File: config.mk
export PLATFORM = sky130hd
export DESIGN_NAME = period_meter_flat
export DESIGN_NICKNAME = d
export VERILOG_FILES = /design/src/rtl/period_meter_pkg.sv /design/src/rtl/period_meter_if.sv /design/src/rtl/period_meter_sync_edge.sv /design/src/rtl/period_meter.sv /design/src/flat_wrapper.sv
export SDC_FILE = /design/constraint.sdc
export NUM_CORES = 1
export LEC_CHECK = 0
export CAP_MARGIN = 20
export CORE_ASPECT_RATIO = 1.2
export CORE_MARGIN = 5
export CORE_UTILIZATION = 34
export DETAILED_ROUTE_END_ITERATION = 8
export MAX_ROUTING_LAYER = met4
export PLACE_DENSITY = 0.61
export SLEW_MARGIN = 5
export SYNTH_ARGS = -nofsm -noshare
export SYNTH_HDL_FRONTEND = slang
export SYNTH_SLANG_ARGS = --single-unit
File: constraint.sdc
create_clock -name clk_in -period 3.2 [get_ports clk_in]
set_input_delay 0.48 -clock clk_in [delete_from_list [all_inputs] [get_ports clk_in]]
set_output_delay 0.48 -clock clk_in [all_outputs]
set_load 0.02 [all_outputs]
File: src/rtl/period_meter_pkg.sv
// period_meter_pkg: shared types and constants for the period meter.
//   state_t      - measurement FSM states
//   TPD_*        - 2-bit time-per-division codes
//   tpd_window() - screen window (in clk cycles) for a given code; the same
//                  arithmetic the scope time-base divider uses, so both
//                  blocks agree on what a code means.
package period_meter_pkg;

    typedef enum logic [1:0] {
        IDLE    = 2'd0,
        ARMED   = 2'd1,
        MEASURE = 2'd2
    } state_t;

    localparam logic [1:0] TPD_0 = 2'b00;
    localparam logic [1:0] TPD_1 = 2'b01;
    localparam logic [1:0] TPD_2 = 2'b10;
    localparam logic [1:0] TPD_3 = 2'b11;

    // Window = 2 * (top0 << code) * samples. Only ever evaluated on
    // elaboration-time constants, so it never becomes hardware.
    function automatic logic [63:0] tpd_window(input logic [1:0] code,
                                               input int top0,
                                               input int samples);
        return 64'd2 * (64'(top0) << code) * 64'(samples);
    endfunction

endpackage

File: src/rtl/period_meter_if.sv
// period_meter_if: measurement result bundle.
//   period, high_time - last measured period / high time in clk cycles
//   meas_valid        - one-cycle pulse when results update
//   timeout           - one-cycle pulse when a measurement is abandoned
//   auto_tpd          - recommended time_per_div code
//   out_of_range      - period longer than the code-3 window
//   busy              - meter is armed or measuring
// master: the meter (drives results). slave: time-base / display control.
interface period_meter_if #(
    parameter int CNT_W = 20
);
    logic [CNT_W-1:0] period;
    logic [CNT_W-1:0] high_time;
    logic             meas_valid;
    logic             timeout;
    logic [1:0]       auto_tpd;
    logic             out_of_range;
    logic             busy;

    modport master (
        output period, high_time, meas_valid, timeout,
               auto_tpd, out_of_range, busy
    );

    modport slave (
        input  period, high_time, meas_valid, timeout,
               auto_tpd, out_of_range, busy
    );
endinterface

File: src/rtl/period_meter_sync_edge.sv
// sync_edge: brings an asynchronous pin into the clk_in domain and flags
// its edges.
//   clk_in - system clock
//   rst    - asynchronous active-low reset (clears all flops to 0)
//   d      - asynchronous input
//   s      - synchronized level
//   rise   - one-cycle pulse on a synchronized 0->1 transition
//   fall   - one-cycle pulse on a synchronized 1->0 transition
// A pin edge shows up on rise/fall SYNC_STAGES cycles after the first
// sampling clock and is acted on at the following edge.
module sync_edge #(
    parameter int SYNC_STAGES = 2
) (
    input  logic clk_in,
    input  logic rst,
    input  logic d,
    output logic s,
    output logic rise,
    output logic fall
);
    logic [SYNC_STAGES-1:0] sync_q;
    logic                   s_d;

    always_ff @(posedge clk_in or negedge rst) begin
        if (!rst) begin
            sync_q <= '0;
            s_d    <= 1'b0;
        end else begin
            sync_q <= {sync_q[SYNC_STAGES-2:0], d};
            s_d    <= sync_q[SYNC_STAGES-1];
        end
    end

    assign s    = sync_q[SYNC_STAGES-1];
    assign rise = s & ~s_d;
    assign fall = ~s & s_d;
endmodule

File: src/rtl/period_meter.sv
// period_meter: measures period and high time of an external signal in
// clk_in cycles and recommends the smallest time_per_div code whose screen
// window holds one full period (auto-ranging).
//   clk_in - system clock
//   rst    - asynchronous active-low reset
//   en     - measurement enable; low returns the meter to IDLE
//   sig_in - asynchronous signal under test
//   m      - result bundle (period, high_time, meas_valid, timeout,
//            auto_tpd, out_of_range, busy)
module period_meter
    import period_meter_pkg::*;
#(
    parameter int CNT_W          = 20,
    parameter int TIMEOUT        = 1000000,
    parameter int TOP0           = 1,
    parameter int SCREEN_SAMPLES = 64,
    parameter int SYNC_STAGES    = 2
) (
    input  logic                 clk_in,
    input  logic                 rst,
    input  logic                 en,
    input  logic                 sig_in,
    period_meter_if.master       m
);
    localparam logic [63:0]      WIN0  = tpd_window(TPD_0, TOP0, SCREEN_SAMPLES);
    localparam logic [63:0]      WIN1  = tpd_window(TPD_1, TOP0, SCREEN_SAMPLES);
    localparam logic [63:0]      WIN2  = tpd_window(TPD_2, TOP0, SCREEN_SAMPLES);
    localparam logic [63:0]      WIN3  = tpd_window(TPD_3, TOP0, SCREEN_SAMPLES);
    localparam logic [CNT_W-1:0] TO_CNT = CNT_W'(TIMEOUT);
    localparam logic [CNT_W-1:0] ONE    = CNT_W'(1);

    logic sig_s, sig_rise, sig_fall;

    sync_edge #(.SYNC_STAGES(SYNC_STAGES)) u_sync (
        .clk_in (clk_in),
        .rst    (rst),
        .d      (sig_in),
        .s      (sig_s),
        .rise   (sig_rise),
        .fall   (sig_fall)
    );

    state_t           state, state_nx;
    logic [CNT_W-1:0] cnt, cnt_nx;
    logic [CNT_W-1:0] hcnt, hcnt_nx;
    logic [CNT_W-1:0] high_q, high_q_nx;
    logic             hi_done, hi_done_nx;
    logic             upd, to_hit;
    logic [1:0]       tpd_nx;
    logic             oor_nx;

    // State and counters.
    always_ff @(posedge clk_in or negedge rst) begin
        if (!rst) begin
            state   <= IDLE;
            cnt     <= '0;
            hcnt    <= '0;
            high_q  <= '0;
            hi_done <= 1'b0;
        end else begin
            state   <= state_nx;
            cnt     <= cnt_nx;
            hcnt    <= hcnt_nx;
            high_q  <= high_q_nx;
            hi_done <= hi_done_nx;
        end
    end

    // Next state. Priority inside MEASURE: en low, then rise, then timeout,
    // so a rise landing on the timeout cycle still yields a measurement.
    always_comb begin
        state_nx   = state;
        cnt_nx     = cnt;
        hcnt_nx    = hcnt;
        high_q_nx  = high_q;
        hi_done_nx = hi_done;
        upd        = 1'b0;
        to_hit     = 1'b0;
        case (state)
            IDLE: begin
                cnt_nx     = '0;
                hcnt_nx    = '0;
                high_q_nx  = '0;
                hi_done_nx = 1'b0;
                if (en) state_nx = ARMED;
            end
            ARMED: begin
                if (!en) begin
                    state_nx   = IDLE;
                    cnt_nx     = '0;
                    hcnt_nx    = '0;
                    high_q_nx  = '0;
                    hi_done_nx = 1'b0;
                end else if (sig_rise) begin
                    state_nx   = MEASURE;
                    cnt_nx     = ONE;
                    hcnt_nx    = ONE;
                    hi_done_nx = 1'b0;
                end
            end
            MEASURE: begin
                if (!en) begin
                    state_nx   = IDLE;
                    cnt_nx     = '0;
                    hcnt_nx    = '0;
                    high_q_nx  = '0;
                    hi_done_nx = 1'b0;
                end else if (sig_rise) begin
                    // Close this period and immediately open the next one.
                    upd        = 1'b1;
                    cnt_nx     = ONE;
                    hcnt_nx    = ONE;
                    hi_done_nx = 1'b0;
                end else if (cnt == TO_CNT) begin
                    to_hit     = 1'b1;
                    state_nx   = ARMED;
                    cnt_nx     = '0;
                    hcnt_nx    = '0;
                    hi_done_nx = 1'b0;
                end else begin
                    cnt_nx = cnt + ONE;
                    // hcnt only advances while the synchronized input is
                    // still in the high phase of this period.
                    if (!hi_done && sig_s) hcnt_nx = hcnt + ONE;
                    if (sig_fall && !hi_done) begin
                        hi_done_nx = 1'b1;
                        high_q_nx  = hcnt;
                    end
                end
            end
            default: state_nx = IDLE;
        endcase
    end

    // Auto-range: smallest code whose window holds the period just closed.
    always_comb begin
        tpd_nx = TPD_3;
        oor_nx = 1'b0;
        if      (64'(cnt) <= WIN0) tpd_nx = TPD_0;
        else if (64'(cnt) <= WIN1) tpd_nx = TPD_1;
        else if (64'(cnt) <= WIN2) tpd_nx = TPD_2;
        else if (64'(cnt) <= WIN3) tpd_nx = TPD_3;
        else                       oor_nx = 1'b1;
    end

    // Results hold across IDLE and timeouts; they change only on a
    // completed measurement.
    always_ff @(posedge clk_in or negedge rst) begin
        if (!rst) begin
            m.period       <= '0;
            m.high_time    <= '0;
            m.meas_valid   <= 1'b0;
            m.timeout      <= 1'b0;
            m.auto_tpd     <= TPD_3;
            m.out_of_range <= 1'b0;
        end else begin
            m.meas_valid <= upd;
            m.timeout    <= to_hit;
            if (upd) begin
                m.period       <= cnt;
                m.high_time    <= high_q;
                m.auto_tpd     <= tpd_nx;
                m.out_of_range <= oor_nx;
            end
        end
    end

    assign m.busy = (state != IDLE);
endmodule

File: src/flat_wrapper.sv
// flat-port wrapper written by rule: the top's interface ports become plain ports
module period_meter_flat import period_meter_pkg::*;
#(
    parameter int CNT_W          = 20,
    parameter int TIMEOUT        = 1000000,
    parameter int TOP0           = 1,
    parameter int SCREEN_SAMPLES = 64,
    parameter int SYNC_STAGES    = 2
)
  (clk_in, rst, en, sig_in, m_period, m_high_time, m_meas_valid, m_timeout, m_auto_tpd, m_out_of_range, m_busy);
  period_meter_if #(.CNT_W(CNT_W)) m_i ();
  input  logic clk_in;
  input  logic rst;
  input  logic en;
  input  logic sig_in;
  output wire logic [$bits(m_i.period)-1:0] m_period;
  output wire logic [$bits(m_i.high_time)-1:0] m_high_time;
  output wire logic [$bits(m_i.meas_valid)-1:0] m_meas_valid;
  output wire logic [$bits(m_i.timeout)-1:0] m_timeout;
  output wire logic [$bits(m_i.auto_tpd)-1:0] m_auto_tpd;
  output wire logic [$bits(m_i.out_of_range)-1:0] m_out_of_range;
  output wire logic [$bits(m_i.busy)-1:0] m_busy;
  assign m_period = m_i.period;
  assign m_high_time = m_i.high_time;
  assign m_meas_valid = m_i.meas_valid;
  assign m_timeout = m_i.timeout;
  assign m_auto_tpd = m_i.auto_tpd;
  assign m_out_of_range = m_i.out_of_range;
  assign m_busy = m_i.busy;
  period_meter #(.CNT_W(CNT_W), .TIMEOUT(TIMEOUT), .TOP0(TOP0), .SCREEN_SAMPLES(SCREEN_SAMPLES), .SYNC_STAGES(SYNC_STAGES)) u_core (.clk_in(clk_in), .rst(rst), .en(en), .sig_in(sig_in), .m(m_i));
endmodule
==> results of run 1 <==
==> logic make-up after synthesis <==
kind of cell	Yosys count	share of synthesized area, %
adder cells (fa/ha/maj)	8	1.899
flip-flops	111	54.09
buffers and inverters	49	3.797
AO/OA/AOI/OAI	114	15.31
XOR/XNOR	13	2.215
AND/OR/NAND/NOR	249	22.69
==> per-layer routing <==
layer | vias to the layer above | part of all wire, % | GRT usage, %
met2 | 90 | 51 | 24.78
met3 | 13 | 3.4 | 2.138
met4 | 0 | 1.4 | 5.307
met1 | 2007 | 44 | 18.69
li1 | 2010 | - | -
met5 | - | 0 | -
==> power by group through the flow <==
| stage | clock [mW] | combinational [mW] | sequential [mW] |
|---|---|---|---|
| floorplan | 0 | 0.407 | 1.52 |
| global placement | 0 | 0.671 | 1.51 |
| detailed placement | 0 | 0.699 | 1.51 |
| CTS | 1.21 | 0.704 | 1.48 |
| global route | 1.28 | 0.765 | 1.49 |
| finish | 1.18 | 0.696 | 1.48 |
==> per-stage QoR <==
| step | hold WS [ns] | instances | power [mW] |
|---|---|---|---|
| 2_1_floorplan | 0.1844 | 544 | 1.926 |
| 3_3_place_gp | 0.3405 | 783 | 2.178 |
| 3_5_place_dp | 0.3490 | 784 | 2.206 |
| 4_1_cts | 0.1184 | 800 | 3.395 |
| 5_1_grt | 0.1461 | 800 | 3.531 |
| 6_report | 0.09522 | 800 | 3.360 |
==> placed cells by master (no fill, tap or decap), drive strengths merged, types with 4 or more instances in the layout <==
| cell | Yosys | layout |
|---|---|---|
| o21ai | 20 | 20 |
| nand4 | 8 | 8 |
| and3 | 4 | 4 |
| nand2b | 8 | 8 |
| a31oi | 31 | 31 |
| inv | 20 | 20 |
| nor2 | 29 | 29 |
| clkdlybuf4s50 | 0 | 48 |
| xor2 | 4 | 4 |
| o211ai | 9 | 9 |
| buf | 7 | 17 |
| nor4 | 7 | 7 |
| a21oi | 13 | 13 |
| dfrtp | 109 | 109 |
| and2 | 4 | 4 |
| a22o | 20 | 20 |
| nor3 | 11 | 11 |
| or4 | 5 | 5 |
| xnor2 | 9 | 9 |
| nand2 | 138 | 138 |
| and4 | 4 | 4 |
| ha | 7 | 7 |
| nand3 | 19 | 19 |
| clkbuf | 22 | 12 |
==> layout make-up <==
| class | count | share of cell area [%] |
|---|---|---|
| flip-flops and latches | 111 | 44.71 |
| clock inverters | 4 | 0.8451 |
| multi-input cells | 384 | 34.81 |
| well taps | 204 | 4.105 |
| inverters | 20 | 1.207 |
| clock buffers | 12 | 4.286 |
| repair buffers | 65 | 10.04 |
==> state kept, by name, indices dropped and copies added, names as in the netlist <==
name and flops:
u_core.hcnt 20, u_core.m.high_time 20, u_core.high_q 20, u_core.m.timeout 1, u_core.m.auto_tpd 2, u_core.u_sync.s_d 1, u_core.cnt 20, u_core.m.period 20
u_core.hi_done 1, u_core.m.meas_valid 1, u_core.u_sync.sync_q 2, u_core.m.out_of_range 1, u_core.state 2
==> critical path, cell delays in order, from the launching register on <==
cell     delay (ns)
dfrtp_1        0.46
or4_4          0.57
nor3b_2        0.42
a21oi_2        0.14
a21oi_4        0.49
o32ai_1        0.21
==> worst max-delay path by stage <==
stage | start | end
after detailed placement | en | u_core.hcnt[6]
after global placement | en | u_core.hcnt[14]
after global routing | u_core.cnt[5] | u_core.hcnt[0]
after floorplan | u_core.cnt[5] | u_core.hcnt[0]
after CTS | u_core.cnt[5] | u_core.hcnt[0]
final | u_core.cnt[5] | u_core.hcnt[0]
==> metrics.txt, run 1 <==
status=finished, final reports clean; max cap viols=0; post-cts resize count=0; Clock Sinks=approximately 110; CP Launch Type=flip-flop; PortBufs=49; Clock Skew=0.006468 ns; Via density=5.150; worst setup path class=reg -> reg; Root Driver=clkbuf_16; total track usage=14.92%; internal power=2.351 mW; Top Ports=50; vias in the first global route=4132; Post-Syn Area=between 5000 and 6000 µm²; # fillers=approximately 1500; initial antenna violation count=0; Storage cell area=2780 µm²; hpwl dp=8268 µm; leakage power total=between 2 and 3 nW; WL per Instance=between 15 and 20 µm; Hold Vio Cnt, Final=0; Syn Area/Cell=about 9.4 µm²; DIE HEIGHT=around 140 µm; ant diodes=0; most frequent cell after synthesis=nand2_1; distinct cell type count of the synthesized netlist=58; sw frac=a little under a third; FMAX=0.4080 GHz; TritonCTS clock tree=done; DR pass1 iterations=5; Gate power share=around a fifth; fin crit period=2.451 ns; worst path required time=~3.4 ns; initial drt markers=215; largest net degree at the start of global routing=57; Crit Reg-Reg Startpoint=u_core.cnt[5]; peak supply drop=288.9 µV; Arr. time, crit path=2.65 ns; Setup TNS Final=0 ns; Util after Layout=between 40% and 50%; Final setup viols=0; Inserted Clock Buffers=9; DR DRC count=0; slack of the worst reg-to-reg path=0.75 ns; Layout area overhead=20.98%; Initial Utilization=between 30% and 40%; area leader, netlist=dfrtp_1; Die W=approximately 120 µm; multi-input logic area=2165 µm²; Tcrit/Tclk final=76.60%; Worst-Skew Late Latency=0.35 ns; Mapped Nets=roughly 560; Worst Hold Class=in -> async; number of H-tree levels=3; relative slew slack=46.95%; post-CTS setup repair buffer count=0; core area=between 10000 and 15000 µm²; design area=~6200 µm²; Area after DPL=just under 6000 µm²; post-route ant nets=0; cells on worst reg2reg path=5; RR Endpoint=u_core.hcnt[0]; Clock power frac=about a third; Reg clk slew, reported paths=about 0.070 ns; first-pass GRT wire length=20650 µm; sequential area share after synthesis=54.09%; Slew Viols, Final=0; Synth Instances=544; Post-synth top cells=nand2_1 (138), dfrtp_1 (109), a31oi_1 (31); Synth area leaders=dfrtp_1 (53%), nand2_1 (10%), a31oi_1 (3.8%), a22o_1 (3.4%), nor2_1 (2.1%); DP Worst Slack=roughly 0.63 ns; fraction of layout cells with a size suffix above 1=~7.2%; CP Capture Type=flip-flop; top-area cell type share of the netlist area=around 53%; Syn. warnings=0; Slew @ Worst Pin=between 0.7 and 0.8 ns; area of the die=roughly 18000 µm²; Main synth FF type=dfrtp_1; NetSw=about 1.0 mW; FP Rows=a little under 50; drt total wl=between 10000 and 15000 µm; setup ws final=between 0.7 and 0.8 ns; clock tree buffer depth=2; RSZ-0062 raised after global routing=no; synthesis-stage register bit count=around 110; Pwr Density=540.3 nW/µm²; Post-synth EDFFs=0; Nets=602; cts hold-fix bufs=0; Via Count=around 4100; sequential power share=approximately 44%; total grt overflow=0; CP max FO=19; ys async rst share=100.0%; final RePlAce weighted congestion=0.8390
Note: power is estimated with default switching activity, not from simulation.
==> inputs of run 2 (changes only) <==
PLACE_DENSITY = 0.63   (was 0.61)
clock period = 2.1 ns   (was 3.2 ns; I/O delays follow)
==> run 2 against run 1 <==
Via count is 4.1% higher. Global-route usage is 0.20 points higher. Non-clock buffer count is 47 higher. Clock skew is 0.0023 ns higher. Core utilization is 2.9 points higher. Combinational power is 88% higher. Sequential share of layout area is 2.9 points lower. Critical path depth is 3 higher. Sequential power is 53% higher. Die area stayed put. Cell count is 5.9% higher. Critical endpoint is now u_core.high_q[18]. Largest power group unchanged.
==> metrics.txt, run 2 (same netlist as run 1, synthesis figures left out) <==
CP Launch Type=flip-flop; hold_ws=0.3510 ns (+0.2558 ns); Slew Viols, Final=0 (unchanged); number of H-tree levels=3 (unchanged); Util after Layout=44.60% (+2.9 points); total grt overflow=0 (unchanged); design area=6644 µm² (+6.8%); most used cell, CP=buf_6; most common cell after layout, fill and taps aside=nand2_1; TritonCTS clock tree=done; worst hold stages=0; largest net degree at the start of global routing=52 (-8.8%); Pwr Density=806.4 nW/µm² (+49%); DR DRC count=0 (unchanged); CP max stage delay=0.57 ns (about the same); Clock Skew=0.008806 ns (+0.002338 ns); Via Count=4290 (+4.1%); initial drt markers=247 (+15%); Worst Hold End=u_core.u_sync.sync_q[1]; Crit-path slowest cell=or4_4; max cap viols=0 (unchanged); peak supply drop=421.9 µV (+46%); vias in the first global route=4338 (+5.0%); Reg clk slew, reported paths=0.07 ns (about the same); Area after DPL=6206 µm² (+5.2%); grt met3 use=2.138% (unchanged); Worst-Skew Late Latency=0.35 ns (about the same); Layout area overhead=29.26%; Slew @ Worst Pin=0.4355 ns (-0.3568 ns); post-route ant nets=0 (unchanged); total track usage=15.12% (+0.20 points); Crit Reg-Reg Startpoint=u_core.cnt[11]; area of the die=17690 µm² (unchanged); Worst Hold Class=reg -> reg; Crit path max-delay family=simple AND/OR/NAND/NOR gates; DR pass1 iterations=4 (-1); first-pass GRT wire length=21070 µm (+2.0%); Inserted Clock Buffers=9 (unchanged); drt total wl=12580 µm (+4.0%); hpwl dp=8769 µm (+6.1%); Via density=5.065 (-1.7%); leakage power total=2.983 nW (+9.1%); FMAX=0.4876 GHz (+20%); total power=5.358 mW (+59%); FP Rows=49 (unchanged); DIE HEIGHT=144.7 µm (unchanged); ant diodes=0 (unchanged); # fillers=1435 (-2.0%); worst path required time=2.39 ns (-1.01 ns); Root Driver=clkbuf_16; cells on worst reg2reg path=8 (+3); Arr. time, crit path=2.34 ns (-0.31 ns); final RePlAce weighted congestion=0.8882 (+5.9%); Bufs and invs on worst path=3 (+3); Final setup viols=0 (unchanged); Top Ports=50 (unchanged); most frequent cells in the layout=nand2_1 (137), dfrtp_1 (109), buf_4 (55); hold path startpoint=u_core.u_sync.sync_q[0]; Tcrit/Tclk final=97.65% (+21 points); worst setup path class=reg -> reg; WL per Instance=14.85 µm (-1.8%); core area=14900 µm² (unchanged); status=finished, final reports clean; RR Endpoint=u_core.high_q[18]; fraction of layout cells with a size suffix above 1=14.77% (+7.6 points); CP max FO=10 (-9); Hold Vio Cnt, Final=0 (unchanged); fin crit period=2.051 ns (-0.4006 ns); Nets=649 (+7.8%); Die W=122.2 µm (unchanged); slack of the worst reg-to-reg path=0.05 ns (-0.70 ns); clock tree buffer depth=2 (unchanged); layer with the highest usage=met2; initial antenna violation count=0 (unchanged); Initial Utilization=34.50% (unchanged); relative slew slack=70.70% (+24 points); M1 GR Usage=18.60% (-0.086 points); met2 usage=25.51% (+0.72 points); worst-path cell chain=or4_4 -> nor4_4 -> buf_6 -> nand2_2 -> a22oi_2 -> buf_6 -> buf_8 -> a22o_1; PortBufs=49 (unchanged); Clock Sinks=111 (unchanged); CP Capture Type=flip-flop
run 2: cell types whose count changed in the layout (fill, tap and decap cells not counted), sizes merged:
cell,previous run,this run
buf,17,63
clkinv,3,1
dlymetal6s2s,0,1
dlygate4sd3,0,1
clkbuf,12,14
clkdlybuf4s50,48,47
run 2: layer usage:
layer  vias to the layer above  routed length, µm
li1                       2105                  -
met3                        13                332
met4                         0                174
met2                        75               6379
met1                      2097               5694
met5                         -                  0
run 2: worst register-to-register path: stages (launching register included):
cell     delay [ns]
dfrtp_1        0.38
or4_4          0.57
nor4_4         0.17
buf_6          0.17
nand2_2        0.07
a22oi_2        0.19
buf_6          0.15
buf_8          0.14
a22o_1         0.14
run 2: area by class of cell:
| type | count | area, µm² | share of cell area (%) |
|---|---|---|---|
| multi-input combinational | 384 | 2195 | 33.03 |
| sequential | 111 | 2780 | 41.85 |
| inverter | 20 | 75.07 | 1.130 |
| clock buffer | 14 | 274.0 | 4.124 |
| tap | 204 | 255.2 | 3.842 |
| clock inverter | 2 | 38.79 | 0.5838 |
| timing repair buffer | 112 | 1026 | 15.44 |
run 2: where the power goes:
part           internal (mW)  total, mW  switching (mW)
sequential              2.20       2.26          0.0563
combinational          0.542       1.31           0.767
clock                   1.03       1.79           0.762
total                   3.77       5.36            1.58
run 2: metrics by stage:
stage / worst slack [ns] / TNS [ns] / cells
floorplan: 0.01220 / 0 / 544
global placement: 0.04426 / 0 / 822
detailed placement: -0.01738 / -0.02126 / 822
CTS: 0.005737 / 0 / 839
global route: -0.04144 / -0.5743 / 847
finish: 0.04933 / 0 / 847
run 2: worst max path at each step:
stage               startpoint                    to  slack (ns)  cells past startpoint
2_1_floorplan    u_core.cnt[5]        u_core.hcnt[0]        0.01                      6
3_3_place_gp                en      u_core.high_q[0]        0.04                      8
3_5_place_dp                en       u_core.hcnt[10]       -0.02                      7
4_1_cts          u_core.cnt[5]  u_core.m.auto_tpd[0]       0.006                      5
5_1_grt        u_core.state[0]       u_core.hcnt[12]       -0.04                      8
6_report        u_core.cnt[11]     u_core.high_q[18]        0.05                      8
run 2: repair_timing:
action	4_1_cts	5_1_grt
hold buffers	1	0
pin swaps	1	4
hold endpoints to repair	24	0
gates resized for setup	2	18
setup endpoints to repair	2	50
gates cloned	0	2
setup buffers	0	6
==> inputs of run 3 (changes only) <==
TNS_END_PERCENT = 30   (was unset)
==> run 3 against run 2 <==
Design area barely moved. Critical endpoint unchanged. Worst hold slack about the same. Worst setup slack worse by 0.0056 ns. Die area is the same. Maximum frequency fell by 0.27%. Non-clock buffer count decreased by 1. Total power about the same. Sequential power about the same. Wire length barely moved. Cell count fell by 0.12%. Flip-flop and latch count unchanged.
==> metrics.txt, run 3 (same netlist as run 1, synthesis figures left out) <==
Slew @ Worst Pin=0.4231 ns (-0.01234 ns); Hold Vio Cnt, Final=0 (unchanged); Die W=122.2 µm (unchanged); Arr. time, crit path=2.34 ns (about the same); core area=14900 µm² (unchanged); final RePlAce weighted congestion=0.8882 (unchanged); Util after Layout=44.58% (about the same); vias in the first global route=4338 (unchanged); Nets=648 (-0.15%); Root Driver=clkbuf_16; Initial Utilization=34.50% (unchanged); number of H-tree levels=3 (unchanged); CP Launch Type=flip-flop; worst setup path class=reg -> reg; Tcrit/Tclk final=97.92% (+0.27 points); total track usage=15.12% (unchanged); worst path required time=2.39 ns (about the same); WL per Instance=14.88 µm (+0.20%); clock tree buffer depth=2 (unchanged); Post-Layout Cell Count=846 (-0.12%); ant diodes=0 (unchanged); TritonCTS clock tree=done; Top Ports=50 (unchanged); Pwr Density=806.5 nW/µm² (about the same); Inserted Clock Buffers=9 (unchanged); first-pass GRT wire length=21070 µm (unchanged); Reg clk slew, reported paths=0.07 ns (about the same); Layout area overhead=29.21% (about the same); CP max stage delay=0.57 ns (about the same); relative slew slack=71.53% (+0.83 points); drt total wl=12590 µm (about the same); fraction of layout cells with a size suffix above 1=14.64% (-0.13 points); peak supply drop=421.5 µV (about the same); # fillers=1436 (+0.070%); Bufs and invs on worst path=3 (unchanged); status=finished, final reports clean; Slew Viols, Final=0 (unchanged); Worst Hold Class=reg -> reg; largest net degree at the start of global routing=52 (unchanged); DR pass1 iterations=4 (unchanged); Crit-path slowest cell=or4_4; worst-path cell chain=or4_4 -> nor4_4 -> buf_6 -> nand2_4 -> a22oi_2 -> buf_6 -> buf_8 -> a22o_1; FMAX=0.4863 GHz (-0.27%); Area after DPL=6206 µm² (unchanged); area of the die=17690 µm² (unchanged); initial drt markers=272 (+10%); Worst-Skew Late Latency=0.35 ns (about the same); most common cell after layout, fill and taps aside=nand2_1; CP Capture Type=flip-flop; hpwl dp=8769 µm (unchanged); Via density=5.110 (+0.89%); fin crit period=2.056 ns (+0.005608 ns); design area=6641 µm² (about the same); DR DRC count=0 (unchanged); most frequent cells in the layout=nand2_1 (137), dfrtp_1 (109), buf_4 (54); leakage power total=2.979 nW (-0.11%); Crit path max-delay family=simple AND/OR/NAND/NOR gates; placed cells=822 (unchanged); initial antenna violation count=0 (unchanged); post-route ant nets=0 (unchanged); Final setup viols=0 (unchanged); PortBufs=49 (unchanged); hold_ws=0.3508 ns (-0.0002180 ns); DIE HEIGHT=144.7 µm (unchanged); CP max FO=10 (unchanged); Clock Sinks=111 (unchanged); most used cell, CP=buf_6; max cap viols=0 (unchanged); Clock Skew=0.008289 ns (-0.0005168 ns); total grt overflow=0 (unchanged); Via Count=4323 (+0.77%); FP Rows=49 (unchanged)
==> run 3: metrics by stage <==
step | setup TNS (ns) | setup slack (ns) | power (mW)
after detailed placement | -0.02126 | -0.01738 | 3.447
after floorplan | 0 | 0.01220 | 2.936
after global placement | 0 | 0.04426 | 3.428
final | 0 | 0.04373 | 5.357
after CTS | 0 | 0.005737 | 5.260
after global routing | -0.6487 | -0.04200 | 5.608
==> run 3: report_power, final <==
part | leakage, nW | internal [mW] | total (mW) | switching (mW)
clock | 0.153 | 1.03 | 1.79 | 0.758
combinational | 1.29 | 0.543 | 1.31 | 0.768
sequential | 1.53 | 2.20 | 2.26 | 0.0560
==> run 3: worst paths after layout <==
kind	slack (ns)	cells after the start	from	endpoint
setup / recovery	0.04	8	u_core.cnt[11]	u_core.high_q[18]
hold / removal	0.35	0	u_core.u_sync.sync_q[0]	u_core.u_sync.sync_q[1]
setup reg to reg	0.04	8	u_core.cnt[11]	u_core.high_q[18]
hold reg to reg	0.35	0	u_core.u_sync.sync_q[0]	u_core.u_sync.sync_q[1]
max in group asynchronous	1.07	3	rst	u_core.m.auto_tpd[0]
min in group asynchronous	0.42	2	rst	u_core.cnt[5]
==> run 3: routing by layer <==
metal	track usage (%)	up-vias	wire length, µm	part of all wire [%]
li1	-	2104	-	-
met1	18.60	2119	5667	45
met2	25.51	81	6386	51
met3	2.138	19	331	2.6
met4	5.425	0	206	1.6
met5	-	-	0	0
==> run 3: area by class of cell <==
| type | instances | area, µm² | share of cell area (%) |
|---|---|---|---|
| clock buffer | 14 | 274.0 | 4.126 |
| clock inverter | 2 | 38.79 | 0.5840 |
| inverter | 20 | 75.07 | 1.130 |
| multi-input combinational | 384 | 2200 | 33.12 |
| sequential | 111 | 2780 | 41.86 |
| tap | 204 | 255.2 | 3.843 |
| timing repair buffer | 111 | 1018 | 15.34 |
==> run 3: worst reg2reg max path, cell delays in order (launching register included) <==
cell and delay [ns]:
dfrtp_1 0.39, or4_4 0.57, nor4_4 0.18, buf_6 0.17, nand2_4 0.06, a22oi_2 0.19
buf_6 0.15, buf_8 0.14, a22o_1 0.14
==> run 3: timing repair <==
action,in CTS,in global routing
buffers inserted,0,5
pin swaps,1,1
hold buffers,1,0
hold endpoints to repair,24,0
resized for setup,2,19
setup endpoints to repair,2,50
cloned,0,2
